<file path="config.mk">
export PLATFORM = sky130hd
export DESIGN_NAME = muldiv_unit
export DESIGN_NICKNAME = d
export VERILOG_FILES = /design/src/rtl/muldiv_unit.sv
export SDC_FILE = /design/constraint.sdc
export NUM_CORES = 1
export LEC_CHECK = 0
export BUFFER_PORTS_ARGS = -buffer_cell sky130_fd_sc_hd__buf_2
export CORE_AREA = 3 3 193 195
export DETAILED_ROUTE_END_ITERATION = 12
export DIE_AREA = 0 0 196 198
export HOLD_SLACK_MARGIN = 0.05
export SYNTH_ARGS = -nofsm -noshare
export SYNTH_HDL_FRONTEND = slang
export SYNTH_SLANG_ARGS = --single-unit
</file>
<file path="constraint.sdc">
create_clock -name clk -period 4.7 [get_ports clk]
set_input_delay 0.235 -clock clk [delete_from_list [all_inputs] [get_ports clk]]
set_output_delay 0.235 -clock clk [all_outputs]
set_load 0.01 [all_outputs]
</file>
<file path="src/rtl/muldiv_unit.sv">
// muldiv_unit -- iterative RV32M multiply/divide unit.
//
// A radix-2 shift-add multiplier and a restoring divider share one control
// FSM and one 2*XLEN-bit work register. Every operation takes the same
// number of cycles regardless of opcode or operand values.
//
// Ports:
//   clk     sole clock, rising edge
//   reset   synchronous active-high reset
//   start   request strobe, honoured only in IDLE or DONE
//   op      M-extension funct3 (MUL, MULH, MULHSU, MULHU, DIV, DIVU, REM, REMU)
//   a       rs1 operand (multiplicand / dividend)
//   b       rs2 operand (multiplier / divisor)
//   busy    high while an operation is in flight
//   done    one-cycle pulse, result valid in that cycle
//   result  registered result, held until the next accepted start or reset

module muldiv_unit #(
   parameter int XLEN = 32
) (
   input  logic            clk,
   input  logic            reset,
   input  logic            start,
   input  logic [2:0]      op,
   input  logic [XLEN-1:0] a,
   input  logic [XLEN-1:0] b,
   output logic            busy,
   output logic            done,
   output logic [XLEN-1:0] result
);

   localparam int CW = (XLEN > 1) ? $clog2(XLEN) : 1;
   localparam logic [CW-1:0] CNT_LAST = CW'(XLEN - 1);

   localparam logic [2:0] OP_MUL    = 3'b000;
   localparam logic [2:0] OP_MULH   = 3'b001;
   localparam logic [2:0] OP_MULHSU = 3'b010;
   localparam logic [2:0] OP_MULHU  = 3'b011;
   localparam logic [2:0] OP_DIV    = 3'b100;
   localparam logic [2:0] OP_DIVU   = 3'b101;
   localparam logic [2:0] OP_REM    = 3'b110;
   localparam logic [2:0] OP_REMU   = 3'b111;

   typedef enum logic [1:0] {
      S_IDLE,
      S_CALC,
      S_FIN,
      S_DONE
   } state_t;

   state_t            state_q, state_d;
   logic [CW-1:0]     cnt_q, cnt_d;
   logic [2:0]        op_q, op_d;
   logic [2*XLEN-1:0] work_q, work_d;
   logic [XLEN-1:0]   operand_q, operand_d;
   logic [XLEN-1:0]   a_raw_q, a_raw_d;
   logic              b_zero_q, b_zero_d;
   logic              quot_neg_q, quot_neg_d;
   logic              rem_neg_q, rem_neg_d;
   logic              busy_q, busy_d;
   logic              done_q, done_d;
   logic [XLEN-1:0]   result_q, result_d;

   logic              a_neg, b_neg;
   logic [XLEN-1:0]   mag_a, mag_b;
   logic [XLEN:0]     mul_sum;
   logic [2*XLEN-1:0] mul_next;
   logic [XLEN:0]     div_shifted;
   logic [XLEN-1:0]   div_rem_new;
   logic              div_qbit;
   logic [2*XLEN-1:0] div_next;
   logic [2*XLEN-1:0] prod_fix;
   logic [XLEN-1:0]   quot_raw, rem_raw;
   logic [XLEN-1:0]   fin_result;

   // Operand signedness and magnitudes at accept time. The magnitude of the
   // most-negative value is 2^(XLEN-1), which still fits XLEN unsigned bits.
   always_comb begin
      a_neg = 1'b0;
      b_neg = 1'b0;
      unique case (op)
         OP_MULH, OP_DIV, OP_REM: begin
            a_neg = a[XLEN-1];
            b_neg = b[XLEN-1];
         end
         OP_MULHSU: a_neg = a[XLEN-1];
         default: ;
      endcase
      mag_a = a_neg ? -a : a;
      mag_b = b_neg ? -b : b;
   end

   // One shift-add multiply step: the low half holds the multiplier and is
   // consumed LSB first, the high half accumulates with a carry bit that is
   // shifted straight back into the register.
   always_comb begin
      mul_sum  = {1'b0, work_q[2*XLEN-1:XLEN]}
               + (work_q[0] ? {1'b0, operand_q} : '0);
      mul_next = {mul_sum, work_q[XLEN-1:1]};
   end

   // One restoring divide step: the high half is the partial remainder, the
   // low half shifts dividend bits out at the top and quotient bits in at
   // the bottom. A zero divisor simply yields all-ones and is overridden.
   always_comb begin
      div_shifted = {work_q[2*XLEN-1:XLEN], work_q[XLEN-1]};
      if (div_shifted >= {1'b0, operand_q}) begin
         div_rem_new = XLEN'(div_shifted - {1'b0, operand_q});
         div_qbit    = 1'b1;
      end else begin
         div_rem_new = div_shifted[XLEN-1:0];
         div_qbit    = 1'b0;
      end
      div_next = {div_rem_new, work_q[XLEN-2:0], div_qbit};
   end

   // Final sign correction and divide-by-zero override. The signed overflow
   // case needs no special handling: 2^(XLEN-1) / 1 with equal signs gives
   // the most-negative pattern, and the remainder is zero.
   always_comb begin
      prod_fix = quot_neg_q ? -work_q : work_q;
      quot_raw = work_q[XLEN-1:0];
      rem_raw  = work_q[2*XLEN-1:XLEN];
      unique case (op_q)
         OP_MUL:                       fin_result = prod_fix[XLEN-1:0];
         OP_MULH, OP_MULHSU, OP_MULHU: fin_result = prod_fix[2*XLEN-1:XLEN];
         OP_DIV, OP_DIVU:
            fin_result = b_zero_q ? '1 : (quot_neg_q ? -quot_raw : quot_raw);
         OP_REM, OP_REMU:
            fin_result = b_zero_q ? a_raw_q : (rem_neg_q ? -rem_raw : rem_raw);
         default:                      fin_result = '0;
      endcase
   end

   // Control FSM next-state logic. A start in IDLE or DONE latches the
   // operands; CALC runs exactly XLEN iterations; FIN loads the result.
   always_comb begin
      state_d    = state_q;
      cnt_d      = cnt_q;
      op_d       = op_q;
      work_d     = work_q;
      operand_d  = operand_q;
      a_raw_d    = a_raw_q;
      b_zero_d   = b_zero_q;
      quot_neg_d = quot_neg_q;
      rem_neg_d  = rem_neg_q;
      busy_d     = busy_q;
      done_d     = 1'b0;
      result_d   = result_q;
      unique case (state_q)
         S_IDLE, S_DONE: begin
            if (start) begin
               state_d    = S_CALC;
               cnt_d      = '0;
               op_d       = op;
               a_raw_d    = a;
               b_zero_d   = (b == '0);
               quot_neg_d = a_neg ^ b_neg;
               rem_neg_d  = a_neg;
               busy_d     = 1'b1;
               if (op[2]) begin
                  work_d    = {{XLEN{1'b0}}, mag_a};
                  operand_d = mag_b;
               end else begin
                  work_d    = {{XLEN{1'b0}}, mag_b};
                  operand_d = mag_a;
               end
            end else begin
               state_d = S_IDLE;
               busy_d  = 1'b0;
            end
         end
         S_CALC: begin
            work_d = op_q[2] ? div_next : mul_next;
            if (cnt_q == CNT_LAST) begin
               state_d = S_FIN;
               cnt_d   = '0;
            end else begin
               cnt_d = cnt_q + 1'b1;
            end
         end
         S_FIN: begin
            state_d  = S_DONE;
            result_d = fin_result;
            done_d   = 1'b1;
            busy_d   = 1'b0;
         end
         default: state_d = S_IDLE;
      endcase
   end

   // State registers; reset aborts any operation in flight.
   always_ff @(posedge clk) begin
      if (reset) begin
         state_q    <= S_IDLE;
         cnt_q      <= '0;
         op_q       <= '0;
         work_q     <= '0;
         operand_q  <= '0;
         a_raw_q    <= '0;
         b_zero_q   <= 1'b0;
         quot_neg_q <= 1'b0;
         rem_neg_q  <= 1'b0;
         busy_q     <= 1'b0;
         done_q     <= 1'b0;
         result_q   <= '0;
      end else begin
         state_q    <= state_d;
         cnt_q      <= cnt_d;
         op_q       <= op_d;
         work_q     <= work_d;
         operand_q  <= operand_d;
         a_raw_q    <= a_raw_d;
         b_zero_q   <= b_zero_d;
         quot_neg_q <= quot_neg_d;
         rem_neg_q  <= rem_neg_d;
         busy_q     <= busy_d;
         done_q     <= done_d;
         result_q   <= result_d;
      end
   end

   assign busy   = busy_q;
   assign done   = done_q;
   assign result = result_q;

endmodule

</file>
# Yosys cells after proc, flatten, opt, wreduce, memory -nomap -nowiden
# Cells that the tools add are included.
# word_totals
register_bits,175
input_bits,70
out_inout_bits,34
# classes
n_addsub,8
order_cmp,1
n_eq_ne,17
muxes,27
n_bitwise,1
reduce_logical,13
# op_table
op,n
two-way mux 32 bit,10
two-way mux 64 bit,3
negator 32 bit,4
case mux 32 bit (4 select lines),1
case mux 64 bit (2 select lines),1
negator 64 bit,1
adder 32 x 32 -> 33 bit,1
>= comparator 33 x 32 -> 1 bit,1
zero test 32 bit,1
subtractor 32 bit,1
equality test 3 bit (second input constant),6
two-way mux 5 bit,2
case mux 5 bit (2 select lines),1
equality test 3 x 2 -> 1 bit (second input constant),3
equality test 3 x 1 -> 1 bit (second input constant),2
two-way mux 1 bit,6
case mux 2 bit (3 select lines),1
OR reduction 2 bit,3
OR reduction 3 bit,2
adder 5 x 1 -> 5 bit (second input constant),1
equality test 5 bit (second input constant),1
equality test 2 bit (second input constant),2
inequality test 2 bit (second input constant),2
AND reduction 2 bit,2
other kinds (8),9

# Longest topological paths before layout
# logic_depth
depth_word,7
ltp_mapped,13

# Least setup slack after synthesis
# Ideal clock, no wire load.
# synth_timing
kind,register -> register
from,register work_q[0]
to,register work_q[50]
setup_ns,0.117
arrival_time_ns,2.810
required_ns,4.583
setup_slack_ns,1.773
stages_incl_launch_ff,13
n_path_buf,1
synth_period_minus_slack_ns,2.927
path_cell_list,dfxtp_1 inv_1 clkbuf_1 nor2_1 ha_1 o211ai_1 o211ai_1 a41oi_1 o21ai_0 a31oi_1 o2111a_1 a2111o_1 a22o_1
# synth_via
elab_chain_len,4
# synth_lines
item,line_no,source
from (decl),54,"logic [2*XLEN-1:0] work_q, work_d;"
from (signal assigned),211,work_q <= work_d;
two-way mux 32 bit,98,"+ (work_q[0] ? {1'b0, operand_q} : '0);"
adder 32 x 32 -> 33 bit,98,
two-way mux 64 bit,174,work_d = op_q[2] ? div_next : mul_next;
case mux 64 bit (2 select lines),150,unique case (state_q)
# No other way between the ends.
# A chain may end at the register's enable or synchronous reset.

# Worst setup path after layout
# layout_timing
from,register work_q[35]
to,register work_q[47]
# layout_via
elab_chain_len,4
# layout_lines
item,line_no,source
subtractor 32 bit or >= comparator 33 x 32 -> 1 bit (tied branches),"108, 107",
two-way mux 32 bit,107,"if (div_shifted >= {1'b0, operand_q}) begin"
two-way mux 64 bit (*),174,
case mux 64 bit (2 select lines) (*),150,
# Mark *: on every way between the ends. The rest lies on a longest branch, timed or not.

==> impl_summary.txt <==
----------------------------------------------------
[Power and ir drop]
  Total leakage power ... 6.944 nW
  Clock share of power ... 0.180
  Maximum vdd ir drop ... 0.4962 mV
  Share of total power in combinational logic ... 0.545
  Sequential share of power ... 0.275
  Power per Cell Area ... 489.9 mW/mm^2
  Internal power consumption ... 0.004207 W
  Switching share of power ... 0.5109
  Net Switching ... 0.004394 W

[Finish]
  Share of final-layout standard cells stronger than drive strength 1 ... 0.1086
  Storage element area ... 0.003508 mm^2
  Net count reported at finish ... 2,407
  Fill cell instance count of the final layout ... 3,591
  Synth-to-Final Area Change ... 9.531%
  Finished Cell Area ... 0.01756 mm^2
  Diode insertion count for antenna repair ... 0
  Area of the multi-input gates ... 0.01156 mm^2

[Yosys]
  Netlist area before placement ... 0.01603 mm^2
  Predominant post-synthesis flop cell ... sky130_fd_sc_hd__dfxtp_1
  Number of distinct library cell variants in the gate-level netlist after synthesis ... 89
  Mean post-synth cell area ... 7.111 um^2
  Share of flip-flops with an asynchronous set or reset after synthesis ... 0
  Portion of the post-synthesis area used by sequential elements ... 0.2186
  Synthesized flop and latch total ... 175
  Number of enable-type register cells in the synthesized netlist ... 0
  Yosys synthesis warning count ... 0
  Gate Count Post-Synth ... 2,254
  Mapped Nets ... 2,399

[Placement]
  Buffers on Ports ... 103
  Placed cell area ... 0.01685 mm^2
  Global placement routability congestion ... 1.018
  Final HPWL from detailed placement ... 50,950 um

[Timing]
  Fin crit period ... 3.793 ns
  # setup viols final ... 0
  Transition at the pin with the smallest max-transition slack ... 1.128 ns
  Unrepaired setup endpoints after global routing ... false
  Top achievable clock speed ... 0.2636 GHz
  Final count of hold timing violations ... 0
  Tcrit/Tclk final ... 0.8071
  Max-slew headroom at the worst pin ... 0.2413
  Worst-case hold slack ... 0.06186 ns
  Final Slew Violations ... 0
  Setup_tns ... 0 ns
  Worst-case clock skew ... 0.02019 ns

[Clocking]
  Cell at the root of the clock tree ... sky130_fd_sc_hd__clkbuf_16
  CTS Buf Count ... 17
  Clock H-tree levels ... 4
  Buffers from clock root to sink, at most ... 2
  TritonCTS clock tree ... built
  CTS clock-pin slew for the worst setup and hold paths ... 0.08 ns
  Number of clock sinks seen by CTS ... 175
  Insertion delay of the later-clocked pin in the worst-skew pair ... 0.47 ns

[Global route]
  Overall overflow remaining after global route ... 0
  Number of antenna violations at the first check in global routing ... 0
  Pin count of the biggest net entering global routing ... 97
  Met2 capacity usage during global routing ... 0.4926
  Most crowded layer after global routing ... met2
  Global router's overall resource usage ... 0.3329
  GR Layer Usage met3 ... 0.06840
  GR Layer Usage met1 ... 0.4641
  Global-route wire length before repair ... 99,190 um
  Number of global-route vias before repair ... 16.31k

[Worst setup path]
  Delay of the slowest cell on the worst path ... 0.81 ns
  Slowest cell on the critical path ... sky130_fd_sc_hd__o21ai_4
  Type of origin of the critical path ... flip-flop
  Worst path arrival time ... 4.15 ns
  Critical Path Fanout Max ... 34
  List of cells traversed by the critical path ... ha_1, a21o_1, a31o_2, o211ai_1, a31oi_1, o21ai_4, or2_0, o31ai_1, a221o_1
  Required time of the critical path ... 5.05 ns
  Worst Setup End Kind ... flip-flop
  Cells on worst reg2reg path ... 9
  Crit path kind ... flip-flop to flip-flop

[Floorplan]
  Chip Height ... 198 um
  Die ar. ... 0.03881 mm^2
  Area of the core region ... 0.03557 mm^2
  Row count ... 69
  Number of top-level design ports ... 104
  Initial core utilization ... 0.4506
  Chip Width ... 196 um

[Routing]
  Post-detailed-route wirelength per cell ... 24.39 um
  Drt first-iter violations ... 2,328
  DR DRC count ... 0
  Routed wire length ... 66,730 um
  Pre-antenna DRT Iters ... 6
  Routed vias/inst ... 6.448
  Residual antenna-violating net count after detailed routing ... 0
  Total vias in the final route ... 17.64k

[Status]
  Run status ... finished clean

[Worst hold path]
  Worst Hold Class ... input port to flip-flop
  Count of cells along the worst hold path ... 3

[Run]
  Maxcap violations ... 0

----------------------------------------------------
[path summary, 6_finish.rpt]
kind / start / end / slack [ns]
max: work_q[35] / work_q[47] / 0.91
min: a[12] / a_raw_q[12] / 0.06
max reg2reg: work_q[35] / work_q[47] / 0.91
min reg2reg: operand_q[13] / operand_q[13] / 0.45
[cell usage in the layout, fill, tap and decap left out, drive strengths merged, types with 73 or more instances in the layout]
| cell type | instances |
|---|---|
| buf | 155 |
| dfxtp | 175 |
| nand2 | 289 |
| o21ai | 169 |
| nor2 | 230 |
| inv | 79 |
| ha | 73 |
| a21oi | 188 |
| xnor2 | 101 |
| xor2 | 79 |
[final cells by class]
cell class | count | share of cell area
clock inverters | 14 | 0.009763
multi-input cells | 1825 | 0.6584
clock buffers | 18 | 0.02501
well taps | 461 | 0.03285
inverters | 78 | 0.01668
repair buffers | 165 | 0.05744
flip-flops and latches | 175 | 0.1998
[registers in the layout (all words and copies together) (netlist names)]
name	count
busy	1
operand_q	32
work_q	64
rem_neg_q	1
result	32
b_zero_q	1
cnt_q	5
op_q	3
state_q	2
done	1
quot_neg_q	1
a_raw_q	32
[cells in the mapped netlist, types with 10 or more instances]
master | instances | share of area
sky130_fd_sc_hd__a211o_1 | 11 | 0.0060
sky130_fd_sc_hd__a211oi_1 | 65 | 0.030
sky130_fd_sc_hd__a21o_1 | 22 | 0.010
sky130_fd_sc_hd__a21oi_1 | 188 | 0.059
sky130_fd_sc_hd__a221o_1 | 10 | 0.0062
sky130_fd_sc_hd__a22oi_1 | 19 | 0.0089
sky130_fd_sc_hd__a31oi_1 | 33 | 0.013
sky130_fd_sc_hd__and3_1 | 13 | 0.0051
sky130_fd_sc_hd__buf_1 | 19 | 0.0044
sky130_fd_sc_hd__buf_2 | 10 | 0.0031
sky130_fd_sc_hd__clkbuf_1 | 141 | 0.033
sky130_fd_sc_hd__dfxtp_1 | 175 | 0.22
sky130_fd_sc_hd__ha_1 | 73 | 0.057
sky130_fd_sc_hd__inv_1 | 74 | 0.017
sky130_fd_sc_hd__mux2_2 | 20 | 0.014
sky130_fd_sc_hd__mux2i_1 | 45 | 0.028
sky130_fd_sc_hd__nand2_1 | 289 | 0.068
sky130_fd_sc_hd__nand2b_1 | 22 | 0.0086
sky130_fd_sc_hd__nand3_1 | 50 | 0.016
sky130_fd_sc_hd__nand4_1 | 16 | 0.0062
sky130_fd_sc_hd__nor2_1 | 229 | 0.054
sky130_fd_sc_hd__nor2b_1 | 11 | 0.0043
sky130_fd_sc_hd__nor3_1 | 56 | 0.017
sky130_fd_sc_hd__nor4_1 | 14 | 0.0055
sky130_fd_sc_hd__o211ai_1 | 29 | 0.014
sky130_fd_sc_hd__o21ai_0 | 157 | 0.049
sky130_fd_sc_hd__o21ai_1 | 10 | 0.0031
sky130_fd_sc_hd__o221ai_1 | 17 | 0.0093
sky130_fd_sc_hd__o22ai_1 | 10 | 0.0039
sky130_fd_sc_hd__o31ai_1 | 31 | 0.015
sky130_fd_sc_hd__o41ai_1 | 15 | 0.0082
sky130_fd_sc_hd__or3_1 | 25 | 0.0098
sky130_fd_sc_hd__or4_1 | 14 | 0.0066
sky130_fd_sc_hd__xnor2_1 | 101 | 0.055
sky130_fd_sc_hd__xor2_1 | 79 | 0.043
[through the flow]
stage	util	power, W	worst slack [ns]	instances
after floorplan	-	0.005331	1.773	2254
after global placement	0.4736	0.006866	1.029	2694
after detailed placement	0.4736	0.006908	0.9438	2694
after CTS	0.4933	0.008456	0.9392	2735
after global routing	0.4936	0.009077	0.6970	2736
final	0.4936	0.008601	0.9067	2736
[cells by family (layout without fill, tap and decap cells)]
kind of cell | count (synthesis) | count (layout) | synth area share
compound gates | 717 | 717 | 0.2925
fa+ha+maj | 75 | 75 | 0.05948
mux | 66 | 66 | 0.04285
buf+inv | 254 | 275 | 0.06245
simple gates | 787 | 787 | 0.2258
flops | 175 | 175 | 0.2186
xor+xnor | 180 | 180 | 0.09835
[power by group through the flow]
| stage | Combinational, W | Clock (W) | Sequential (W) |
|---|---|---|---|
| finish | 0.00469 | 0.00155 | 0.00237 |
| global route | 0.00508 | 0.00161 | 0.00238 |
| CTS | 0.00458 | 0.00156 | 0.00232 |
| detailed placement | 0.00455 | 0 | 0.00235 |
| global placement | 0.00453 | 0 | 0.00234 |
| floorplan | 0.00323 | 0 | 0.00210 |
[critical path, delay by kind of cell, from the launching register on]
family                   cells  cell delay [ns]
AO/OA/AOI/OAI                7             2.18
flip-flops                   1             0.63
AND/OR/NAND/NOR              1             0.47
adder cells (fa/ha/maj)      1             0.40
[repair_timing]
action	in CTS	in global routing
hold buffers	9	1
buffers inserted	0	0
resized for setup	0	0
hold endpoints to repair	9	1
[layer usage]
layer | vias up | wire length (um)
met2 | 975 | 27640
met4 | 0 | 3441
li1 | 8183 | -
met5 | - | 0
met1 | 8336 | 28990
met3 | 149 | 6654
Power figures use the tool's default switching activity.
